<file path="src/rtl/comparator_bist_pkg.sv">
// rtl/comparator_bist_pkg.sv - shared FSM state type and golden comparator model for comparator_bist
package comparator_bist_pkg;

    // Run sequencing states of the BIST controller
    typedef enum logic [1:0] {
        IDLE   = 2'd0,
        APPLY  = 2'd1,
        CHECK  = 2'd2,
        FINISH = 2'd3
    } bist_state_t;

    // Widest operand the golden model can evaluate
    localparam int MAX_WIDTH = 16;

    // Expected {gt,eq,lt} for unsigned operands a and b of the given width.
    // Bits above the operand width are masked so callers may zero-extend freely.
    function automatic logic [2:0] expected_flags(
        input logic [MAX_WIDTH-1:0] a,
        input logic [MAX_WIDTH-1:0] b,
        input int                   width
    );
        logic [MAX_WIDTH-1:0] mask;
        logic [MAX_WIDTH-1:0] am;
        logic [MAX_WIDTH-1:0] bm;
        if (width >= MAX_WIDTH) begin
            mask = '1;
        end else begin
            mask = (MAX_WIDTH'(1) << width) - MAX_WIDTH'(1);
        end
        am = a & mask;
        bm = b & mask;
        return {am > bm, am == bm, am < bm};
    endfunction

endpackage

</file>
<file path="src/rtl/comparator_bist_seq.sv">
// rtl/comparator_bist_seq.sv - vector index counter and settle timer for comparator_bist
module comparator_bist_seq
    import comparator_bist_pkg::*;
#(
    parameter int WIDTH         = 2,
    parameter int SETTLE_CYCLES = 1
) (
    input  logic               clk,
    input  logic               rst_n,
    input  logic               load,
    input  logic               count,
    input  logic               step,
    output logic [2*WIDTH-1:0] index,
    output logic               sample,
    output logic               settle_last,
    output logic               last
);

    localparam int IW = 2 * WIDTH;
    // A zero settle time still needs a one-bit timer that simply stays at zero
    localparam int TW = (SETTLE_CYCLES < 1) ? 1 : $clog2(SETTLE_CYCLES + 1);
    localparam logic [TW-1:0] TIMER_LOAD = TW'(SETTLE_CYCLES);

    logic [TW-1:0] timer;

    // Index advances once per vector; the timer counts down the settle cycles of each vector
    always_ff @(posedge clk or negedge rst_n) begin
        if (!rst_n) begin
            index <= '0;
            timer <= '0;
        end else if (load) begin
            index <= '0;
            timer <= TIMER_LOAD;
        end else if (step) begin
            index <= index + IW'(1);
            timer <= TIMER_LOAD;
        end else if (count && (timer != '0)) begin
            timer <= timer - TW'(1);
        end
    end

    // Timer at zero means the operands have settled and flags may be sampled
    always_comb begin
        sample      = (timer == '0);
        settle_last = (timer == TW'(1));
        last        = &index;
    end

endmodule

</file>
<file path="src/rtl/comparator_bist.sv">
// rtl/comparator_bist.sv - exhaustive BIST driver and checker for a magnitude comparator
module comparator_bist
    import comparator_bist_pkg::*;
#(
    parameter int WIDTH         = 2,
    parameter int SETTLE_CYCLES = 1
) (
    input  logic               clk,
    input  logic               rst_n,
    input  logic               start,
    output logic               busy,
    output logic               done,
    output logic               pass,
    output logic [2*WIDTH:0]   err_count,
    output logic               first_fail_valid,
    output logic [2*WIDTH-1:0] first_fail_vec,
    output logic [WIDTH-1:0]   dut_a,
    output logic [WIDTH-1:0]   dut_b,
    input  logic               dut_gt,
    input  logic               dut_eq,
    input  logic               dut_lt
);

    localparam int IW    = 2 * WIDTH;
    localparam int EW    = 2 * WIDTH + 1;
    // With no settle time every vector is sampled in the cycle it is applied
    localparam bist_state_t VEC_ENTRY = (SETTLE_CYCLES == 0) ? CHECK : APPLY;

    bist_state_t   state;
    bist_state_t   state_next;
    logic          seq_load;
    logic          seq_count;
    logic          seq_step;
    logic [IW-1:0] index;
    logic          sample;
    logic          settle_last;
    logic          last;
    logic          check_en;
    logic [2:0]    exp_flags;
    logic          mismatch;

    comparator_bist_seq #(
        .WIDTH         (WIDTH),
        .SETTLE_CYCLES (SETTLE_CYCLES)
    ) u_seq (
        .clk         (clk),
        .rst_n       (rst_n),
        .load        (seq_load),
        .count       (seq_count),
        .step        (seq_step),
        .index       (index),
        .sample      (sample),
        .settle_last (settle_last),
        .last        (last)
    );

    // State register
    always_ff @(posedge clk or negedge rst_n) begin
        if (!rst_n) begin
            state <= IDLE;
        end else begin
            state <= state_next;
        end
    end

    // Next-state and sequencer controls; start is only honoured in IDLE
    always_comb begin
        state_next = state;
        seq_load   = 1'b0;
        seq_count  = 1'b0;
        seq_step   = 1'b0;
        case (state)
            IDLE: begin
                if (start) begin
                    seq_load   = 1'b1;
                    state_next = VEC_ENTRY;
                end
            end
            APPLY: begin
                seq_count = 1'b1;
                if (settle_last) begin
                    state_next = CHECK;
                end
            end
            CHECK: begin
                if (last) begin
                    state_next = FINISH;
                end else begin
                    seq_step   = 1'b1;
                    state_next = VEC_ENTRY;
                end
            end
            FINISH: begin
                state_next = IDLE;
            end
            default: begin
                state_next = IDLE;
            end
        endcase
    end

    // Operands come straight from the registered index; flags are checked against the golden model
    always_comb begin
        dut_a     = index[IW-1:WIDTH];
        dut_b     = index[WIDTH-1:0];
        busy      = (state == APPLY) || (state == CHECK);
        done      = (state == FINISH);
        check_en  = (state == CHECK) && sample;
        exp_flags = expected_flags(MAX_WIDTH'(dut_a), MAX_WIDTH'(dut_b), WIDTH);
        mismatch  = ({dut_gt, dut_eq, dut_lt} != exp_flags);
    end

    // Result registers: cleared on an accepted start, updated once per checked vector
    always_ff @(posedge clk or negedge rst_n) begin
        if (!rst_n) begin
            pass             <= 1'b0;
            err_count        <= '0;
            first_fail_valid <= 1'b0;
            first_fail_vec   <= '0;
        end else if ((state == IDLE) && start) begin
            pass             <= 1'b0;
            err_count        <= '0;
            first_fail_valid <= 1'b0;
            first_fail_vec   <= '0;
        end else if (check_en) begin
            if (mismatch) begin
                err_count <= err_count + EW'(1);
                if (!first_fail_valid) begin
                    first_fail_valid <= 1'b1;
                    first_fail_vec   <= index;
                end
            end
            // Pass must account for the error, if any, of this final vector
            if (last) begin
                pass <= (err_count == '0) && !mismatch;
            end
        end
    end

endmodule

</file>
<file path="config.mk">
export PLATFORM = sky130hd
export DESIGN_NAME = comparator_bist
export DESIGN_NICKNAME = d
export VERILOG_FILES = /design/src/rtl/comparator_bist_pkg.sv /design/src/rtl/comparator_bist_seq.sv /design/src/rtl/comparator_bist.sv
export SDC_FILE = /design/constraint.sdc
export NUM_CORES = 1
export LEC_CHECK = 0
export ABC_CLOCK_PERIOD_IN_PS = 1900
export BUFFER_PORTS_ARGS = -buffer_cell sky130_fd_sc_hd__buf_2
export CORE_MARGIN = 3
export CORE_UTILIZATION = 45
export CTS_CLUSTER_SIZE = 30
export DETAILED_ROUTE_END_ITERATION = 8
export MAX_ROUTING_LAYER = met4
export PLACE_DENSITY = 0.7
export SLEW_MARGIN = 5
export SYNTH_ARGS = -nofsm -noshare
export SYNTH_HDL_FRONTEND = slang
export SYNTH_SLANG_ARGS = --single-unit
</file>
<file path="constraint.sdc">
create_clock -name clk -period 1.9 [get_ports clk]
set_input_delay 0.19 -clock clk [delete_from_list [all_inputs] [get_ports clk]]
set_output_delay 0.19 -clock clk [all_outputs]
set_load 0.02 [all_outputs]
</file>
==> results of run 1 <==
## metal layers
layer  global-route usage [%]  routed length, um
met1                     21.5               1170
met4                     7.69                 72
met2                     33.7               1410
met5                        -                  0
met3                     3.75                152
## worst reg2reg max path: stages (launching register included)
cell      delay (ns)
dfrtp_2         0.42
inv_2           0.08
ha_4            0.22
and3_4          0.18
o221ai_2        0.15
o211ai_1        0.20
buf_4           0.21
o311ai_2        0.22
o41ai_1         0.12
## Yosys cell counts, types with 3 or more instances
cell      instances  area, um2
dfrtp_1          18        450
a21oi_1          12       60.1
ha_1             10        125
inv_1             9       33.8
nand2_1           9       33.8
nand3_1           8       40.0
o21ai_0           6       30.0
nor2_1            5       18.8
o31ai_1           5       37.5
o311ai_1          4       35.0
clkbuf_1          3       11.3
or4_1             3       22.5
## kinds of logic after synthesis
logic type / count (synthesis)
and+or+nand+nor: 38
adders and majority gates: 10
DFF: 18
AOI/OAI and AO/OA: 37
buffers and inverters: 13
xor gates and xnor gates: 1
## state kept, by name (all words and copies together), names as in the netlist
name	cells
state	2
err_count	5
u_seq.settle_last	1
pass	1
first_fail_valid	1
first_fail_vec	4
u_seq.index	4
## path summary, 6_finish.rpt
path,start,endpoint,slack (ns),cells after the start
max in group asynchronous,rst_n,u_seq.index[0]$_DFFE_PN0P_,1.23,2
min in group clk,start,state[1]$_DFFE_PN0P_,0.37,4
worst max-delay path,u_seq.index[2]$_DFFE_PN0P_,first_fail_vec[2]$_DFFE_PN0P_,-0.03,8
worst min register to register,state[1]$_DFFE_PN0P_,state[1]$_DFFE_PN0P_,0.56,1
worst max register to register,u_seq.index[2]$_DFFE_PN0P_,first_fail_vec[2]$_DFFE_PN0P_,-0.03,8
worst min-delay path,rst_n,err_count[2]$_DFFE_PN0P_,0.35,2
## cell type report
type,count,area share (%)
clock buffer,4,2.50
inverter,9,2.33
multi-input combinational,86,47.5
sequential,18,31.4
tap,28,2.41
timing repair buffer,34,14.0
## power breakdown
part | total [mW] | switching (mW) | internal (mW)
sequential | 0.618 | 0.124 | 0.494
clock | 0.236 | 0.119 | 0.117
combinational | 1.19 | 0.699 | 0.489
## per-stage QoR
| stage | area, um2 | std cells | setup WS [ns] | utilization, % | power (mW) |
|---|---|---|---|---|---|
| 2_1_floorplan | 1120 | 117 | 0.0111 | - | 1.31 |
| 3_3_place_gp | 1340 | 174 | -0.00610 | 59.3 | 1.66 |
| 3_5_place_dp | 1340 | 174 | -0.0800 | 59.3 | 1.71 |
| 4_1_cts | 1440 | 179 | -0.0361 | 63.7 | 2.01 |
| 5_1_grt | 1450 | 179 | -0.164 | 64.4 | 2.17 |
| 6_report | 1450 | 179 | -0.0330 | 64.4 | 2.04 |
## timing repair
| action | in CTS | in global routing |
|---|---|---|
| hold buffers | 1 | 0 |
| gates resized for setup | 9 | 5 |
| endpoints found under the hold margin | 18 | 0 |
| setup endpoints to repair | 7 | 10 |
| pin swaps | 6 | 3 |
==> results.yml, run 1 <==
status:
  outcome: "finished with violations"
  violations: "setup timing"
finish:
  num-fill-cells: 189
  area_delta_synth_final_pct: 33.4
  multi_input_area_um2: 689
  layout_commonest_cell: "buf_2"
  final-seq-area_um2: 455
  final_cell_mix: "buf_2 (22), dfrtp_1 (14), buf_4 (11)"
  drive_gt1_share_pct: 37.7
  nNetsFinal: 168
  antenna_cells: 0
floorplanning:
  ios: 23
  dieArea_um2: 3050
  rows: 17
  die_x_um: 55.2
  core_um2: 2250
  die_y_um: 55.2
  initial_core_util_pct: 48.3
sta:
  tns_ns: -0.147
  fin_skew_ns: 0.00523
  hold_violations: 0
  setup_ws_ns: -0.0330
  rsz0062_at_grt: "yes"
  finalMaxSlewViolations: 0
  holdWs_ns: 0.348
  timing.final.crit_share_pct: 102
  finalCriticalPeriod_ns: 1.93
  max_freq_ghz: 0.517
  maxSlewHeadroom_pct: 62.2
  tightest_slew_ns: 0.566
  setup_viol: 7
synthesis:
  syn_inst: 117
  ys.flop_type: "dfrtp_1"
  ys_seq_area_share_pct: 41.4
  synth_top_family_by_area: "compound AO/OA/AOI/OAI gates"
  ys.warnings.count: 0
  synthAdderAreaFrac_pct: 11.5
  synth_compound_area_share_pct: 22.8
  async_flop_share_pct: 100
  synth.mux.area_fraction_pct: 0
  synth_xor_area_share_pct: 0.805
  ys_ff_latch: 18
  synthSimpleGateAreaFrac_pct: 19.0
  syn_nets: 133
  synth-edff-count: 0
  synth.distinct_cells: 33
  synth_area_um2: 1090
  synth.avg_cell_area_um2: 9.30
clock_network:
  cts-root-buf: "clkbuf_4"
  cts_tree: "yes"
  clock_path_buffers: 2
  clk_pin_slew_ns: 0.11
  clk_latency_ns: 0.29
  htree_levels: 1
  cts.sinks: 18
  post_cts_buffers: 0
  cts-buffers-inserted: 3
route:
  wl_per_cell_um: 15.6
  route.detailed.drc: 0
  vias: 1064
  final_antenna_net_count: 0
  first_pass_iters: 4
  drt-total-wl_um: 2800
  vias_per_cell: 5.94
  drt_iter0_drc: 24
placement:
  portBuffers: 22
  hpwlAfterDp_um: 2070
  gp_congestion: 0.790
critical_path:
  path_buf_inv: 2
  crit_path_max_fanout: 6
  cp_data_required_time_ns: 2.07
  cp_slowest_cell: "dfrtp_2"
  startpoint_type: "flip-flop"
  crit_arrival_ns: 2.10
  critPathCaptureType: "flip-flop"
  crit_family: "compound AO/OA/AOI/OAI gates"
  critical_path_class: "flip-flop to flip-flop"
  cp_cell_sequence: "inv_2, ha_4, and3_4, o221ai_2, o211ai_1, buf_4, o311ai_2, o41ai_1"
  slowest_delay_ns: 0.42
global_routing:
  grt_max_degree: 19
  grt_pass1_vias: 945
  antenna_found_initial: 0
  grt_overflow: 0
  grt.total_usage_pct: 19.3
  grt_pass1_wl_um: 4060
run:
  maxCapViolations: 0
min_path:
  hold_path_class: "input pin to asynchronous set/reset pin"
power:
  pwr_density_cell_nw_per_um2: 1410
  max-vdd-ir-drop_uv: 893
  p_leak_nw: 0.654
(Power assumes the default switching activity.)
==> run 2: changes to the inputs <==
==> constraint.sdc (replaced) <==
create_clock -name clk -period 1.9 [get_ports clk]
set_input_delay 0.19 -clock clk [delete_from_list [all_inputs] [get_ports clk]]
set_output_delay 0.19 -clock clk [all_outputs]
set_load 0.05 [all_outputs]
==> run 2 against run 1 <==
Compared with the run above: the flow still finishes with violations (setup timing); via count fell by 2.3%; power grew 15%; flip-flop and latch count unchanged; sequential power hardly changed; die area is the same; core utilization grew 1.7 points; critical path depth unchanged; design area is 2.6% higher; non-clock buffer count increased by 2; clock skew rose by 0.00067 ns; clock-buffer cell count is the same; global-route usage rose by 1.2 points; critical path type unchanged; critical endpoint is now first_fail_vec[1]$_DFFE_PN0P_; highest routed layer unchanged.
==> results.yml, run 2 (same netlist as run 1, synthesis figures left out) <==
placement:
  gp_congestion: 0.831
  place_area_um2: 1340
  hpwlAfterDp_um: 1970
  portBuffers: 22
  place_inst: 174
sta:
  hold_violations: 0
  max_freq_ghz: 0.511
  timing.final.crit_share_pct: 103
  holdWs_ns: 0.333
  setup_ws_ns: -0.0557
  finalMaxSlewViolations: 0
  rsz0062_at_grt: "yes"
  tightest_slew_ns: 0.514
  maxSlewHeadroom_pct: 65.7
  fin_skew_ns: 0.00590
  setup_viol: 5
  tns_ns: -0.161
  finalCriticalPeriod_ns: 1.96
clock_network:
  cts_tree: "yes"
  clock_path_buffers: 2
  clk_pin_slew_ns: 0.11
  cts-buffers-inserted: 3
  cts-root-buf: "clkbuf_4"
  cts.sinks: 18
  htree_levels: 1
  clk_latency_ns: 0.31
global_routing:
  grt_pass1_wl_um: 4230
  grt.total_usage_pct: 20.5
  antenna_found_initial: 0
  grt_pass1_vias: 971
  grt_overflow: 0
  grt_max_degree: 19
floorplanning:
  initial_core_util_pct: 48.3
  die_x_um: 55.2
  die_y_um: 55.2
  core_um2: 2250
  rows: 17
  ios: 23
  dieArea_um2: 3050
finish:
  drive_gt1_share_pct: 39.2
  stdcell_count: 181
  nNetsFinal: 170
  layout_commonest_cell: "buf_2"
  largest_registers: "err_count (5), first_fail_vec (4), u_seq.index (4)"
  largest-register: "err_count"
  final_cell_area_um2: 1490
  largest_reg_flops: 5
  antenna_cells: 0
  final_cell_mix: "buf_2 (22), dfrtp_1 (14), buf_4 (13)"
  area_delta_synth_final_pct: 36.9
min_path:
  hold_path_class: "input pin to asynchronous set/reset pin"
status:
  violations: "setup timing"
  outcome: "finished with violations"
power:
  p_seq_share_pct: 26.2
  combinationalPowerShare_pct: 63.3
  finalPower_mw: 2.35
  clockPowerShare_pct: 10.5
  p_sw_share_pct: 52.1
  p_sw_mw: 1.23
  p_leak_nw: 0.671
  max-vdd-ir-drop_uv: 1230
  p_int_mw: 1.13
  pwr_density_cell_nw_per_um2: 1580
route:
  first_pass_iters: 4
  route.detailed.drc: 0
  wl_per_cell_um: 15.4
  drt-total-wl_um: 2800
  drt_iter0_drc: 17
  final_antenna_net_count: 0
  vias: 1039
  vias_per_cell: 5.74
critical_path:
  crit_arrival_ns: 2.14
  critPathCaptureType: "flip-flop"
  cp_data_required_time_ns: 2.09
  crit_path_max_fanout: 6
  critical_path_class: "flip-flop to flip-flop"
  startpoint_type: "flip-flop"
run:
  maxCapViolations: 0
## run 2: changes by cell type in the layout (fill, tap and decap cells not counted), moves of 2 or more
cell	delta
o311ai_2	-2
o21ai_2	+2
buf_4	+2
o21ai_1	-2
## run 2: power by group through the flow
stage / clock (mW) / combinational (mW) / sequential (mW)
global placement: 0 / 1.30 / 0.600
CTS: 0.250 / 1.39 / 0.609
floorplan: 0 / 0.725 / 0.846
detailed placement: 0 / 1.35 / 0.604
global route: 0.269 / 1.61 / 0.633
finish: 0.247 / 1.49 / 0.617
## run 2: per-stage QoR
step                utilization (%)  setup WS (ns)
floorplan                         -        -0.0317
finish                         66.1        -0.0557
global placement               59.5         0.0158
detailed placement             59.5        -0.0119
global route                   66.1         -0.143
CTS                            62.8       -0.00117
## run 2: metal layers
layer,global-route usage [%],wire length (um)
met1,23.8,1190
met2,35.2,1400
met3,2.41,138
met4,9.72,65
met5,-,0
## run 2: what timing repair did
| action | in CTS | in global routing |
|---|---|---|
| hold buffers | 1 | 0 |
| endpoints found under the hold margin | 18 | 0 |
| gates resized for setup | 4 | 11 |
| pin swaps | 1 | 5 |
| buffers inserted | 0 | 2 |
| setup endpoints to repair | 2 | 10 |
| gates cloned | 0 | 0 |
## run 2: layout make-up
type                            count  area (um2)
Sequential cell                    18         455
Multi-Input combinational cell     86         712
Fill cell                         197         764
Timing Repair Buffer               36         218
Clock buffer                        4        36.3
Inverter                            9        33.8
Tap cell                           28        35.0
## run 2: critical path, cell delays in order (launching register included)
cell and delay [ns]:
dfrtp_2 0.42, inv_2 0.08, ha_4 0.21, and4b_1 0.21, a21oi_2 0.15, o211ai_1 0.18
buf_4 0.21, o311ai_1 0.25, o41ai_1 0.12
## run 2: final timing paths
kind,start,endpoint,slack (ns),cells past startpoint
worst max-delay path,u_seq.index[1]$_DFFE_PN0P_,first_fail_vec[1]$_DFFE_PN0P_,-0.06,8
worst min-delay path,rst_n,err_count[3]$_DFFE_PN0P_,0.33,2
worst max register to register,u_seq.index[1]$_DFFE_PN0P_,first_fail_vec[1]$_DFFE_PN0P_,-0.06,8
worst min register to register,pass$_DFFE_PN0P_,pass$_DFFE_PN0P_,0.56,2
max in group asynchronous,rst_n,u_seq.index[0]$_DFFE_PN0P_,1.25,2
min in group clk,start,state[0]$_DFFE_PN0P_,0.36,4
==> run 3: changes to the inputs <==
Settings changed: CORE_UTILIZATION 45 to 39, PLACE_DENSITY 0.7 to default.
==> run 3 against run 2 <==
Compared with the run above: power decreased by 2.2%; critical path type unchanged; critical endpoint is now first_fail_vec[2]$_DFFE_PN0P_; design area up 0.17%; cell count up 1.1%; clock-buffer cell count unchanged; via count grew 1.2%; the flow now finishes without violations; combinational power down 3%; maximum frequency rose by 3.0%; first-iteration DRC count grew 140%; core utilization shrank 8.0 points.
==> results.yml, run 3 (same netlist as run 1, synthesis figures left out) <==
route:
  final_antenna_net_count: 0
  routed-wl-met2_um: 1450
  drt-total-wl_um: 2810
  first_pass_iters: 4
  wl_per_cell_um: 15.3
  top_layer_used: "met4"
  vias_per_cell: 5.74
  met3WireLength_um: 113
  vias: 1051
  drt_iter0_drc: 41
  routedLengthMet1_um: 1200
  route.detailed.drc: 0
clock_network:
  cts-buffers-inserted: 3
  cts_tree: "yes"
  post_cts_buffers: 0
  clk_latency_ns: 0.30
  htree_levels: 1
  cts-root-buf: "clkbuf_4"
  clock_path_buffers: 2
  cts.sinks: 18
  clk_pin_slew_ns: 0.11
sta:
  holdWs_ns: 0.325
  setup_ws_ns: 0.000626
  tightest_slew_ns: 0.545
  setup_viol: 0
  hold_violations: 0
  maxSlewHeadroom_pct: 63.7
  max_freq_ghz: 0.526
  timing.final.crit_share_pct: 100
  fin_skew_ns: 0.00975
  finalMaxSlewViolations: 0
  rsz0062_at_grt: "yes"
  finalCriticalPeriod_ns: 1.90
placement:
  place_area_um2: 1360
  hpwlAfterDp_um: 2040
  portBuffers: 22
  gp_congestion: 0.796
  dpl_worst_slack_ns: -0.0567
critical_path:
  crit_arrival_ns: 2.09
  r2r_cells: 8
  r2r_end: "first_fail_vec[2]$_DFFE_PN0P_"
  startpoint_type: "flip-flop"
  cp_data_required_time_ns: 2.09
  crit_path_max_fanout: 6
  rrSetupSlack_ns: 0.0006
  critical_path_class: "flip-flop to flip-flop"
  critical_path.reg2reg.startpoint: "u_seq.index[2]$_DFFE_PN0P_"
  critPathCaptureType: "flip-flop"
finish:
  final_cell_mix: "buf_2 (22), dfrtp_1 (14), buf_4 (13)"
  largest_registers: "err_count (5), first_fail_vec (4), u_seq.index (4)"
  largest_reg_flops: 5
  final_cell_area_um2: 1490
  num-fill-cells: 241
  nNetsFinal: 170
  largest-register: "err_count"
  layout_commonest_cell: "buf_2"
  drive_gt1_share_pct: 40.5
  area_delta_synth_final_pct: 37.1
  antenna_cells: 0
global_routing:
  grt_max_degree: 19
  grt.total_usage_pct: 17.8
  grt_pass1_wl_um: 4550
  antenna_found_initial: 0
  grt_overflow: 0
  grt_pass1_vias: 1055
power:
  finalPower_mw: 2.30
  p_leak_nw: 0.666
  pwr_density_cell_nw_per_um2: 1540
  max-vdd-ir-drop_uv: 985
floorplanning:
  die_y_um: 58.8
  ios: 23
  die_x_um: 58.8
  initial_core_util_pct: 42.4
  rows: 18
  dieArea_um2: 3460
  core_um2: 2570
run:
  maxCapViolations: 0
status:
  outcome: "complete, no violations"
min_path:
  hold_path_class: "input pin to asynchronous set/reset pin"
run 3: cell counts in the layout (fill, tap and decap cells not counted):
Identical to the previous run, type by type.
run 3: layout make-up:
class / instances / area [um2] / area share, %
Inverter: 9 / 33.8 / 2.26
Tap cell: 30 / 37.5 / 2.51
Timing Repair Buffer: 36 / 218 / 14.6
Sequential cell: 18 / 455 / 30.5
Clock buffer: 4 / 36.3 / 2.43
Multi-Input combinational cell: 86 / 712 / 47.7
run 3: how the worst max path moves through the flow:
stage,from,endpoint
detailed placement,u_seq.index[3]$_DFFE_PN0P_,first_fail_vec[2]$_DFFE_PN0P_
global route,u_seq.index[2]$_DFFE_PN0P_,first_fail_vec[2]$_DFFE_PN0P_
finish,u_seq.index[2]$_DFFE_PN0P_,first_fail_vec[2]$_DFFE_PN0P_
global placement,u_seq.index[2]$_DFFE_PN0P_,first_fail_vec[2]$_DFFE_PN0P_
floorplan,u_seq.index[2]$_DFFE_PN0P_,first_fail_vec[1]$_DFFE_PN0P_
CTS,u_seq.index[2]$_DFFE_PN0P_,first_fail_vec[2]$_DFFE_PN0P_
run 3: per-layer routing:
metal	global-route usage [%]	up-vias
met4	7.44	0
met1	20.3	518
met5	-	-
met3	4.61	6
li1	-	507
met2	29.3	20
run 3: report_power, final:
| group | switching [mW] | total (mW) | internal [mW] |
|---|---|---|---|
| combinational | 0.947 | 1.44 | 0.496 |
| clock | 0.129 | 0.246 | 0.117 |
| sequential | 0.119 | 0.613 | 0.494 |
| total | 1.20 | 2.30 | 1.11 |
run 3: critical path, stage by stage (launching register included):
cell	delay (ns)
dfrtp_2	0.42
inv_2	0.07
ha_4	0.21
and3b_1	0.17
o211ai_2	0.16
o211ai_1	0.19
buf_4	0.21
o311ai_4	0.24
o41ai_2	0.12
run 3: timing repair:
action,CTS,global route
gates resized for setup,5,11
setup endpoints to repair,2,10
endpoints found under the hold margin,18,0
pin swaps,1,6
hold buffers,1,0
run 3: metrics by stage:
stage	setup TNS (ns)	cells	util, %
2_1_floorplan	-0.137	117	-
3_3_place_gp	0	178	52.9
3_5_place_dp	-0.0567	178	52.9
4_1_cts	0	183	56.1
5_1_grt	-0.842	183	58.1
6_report	0	183	58.1
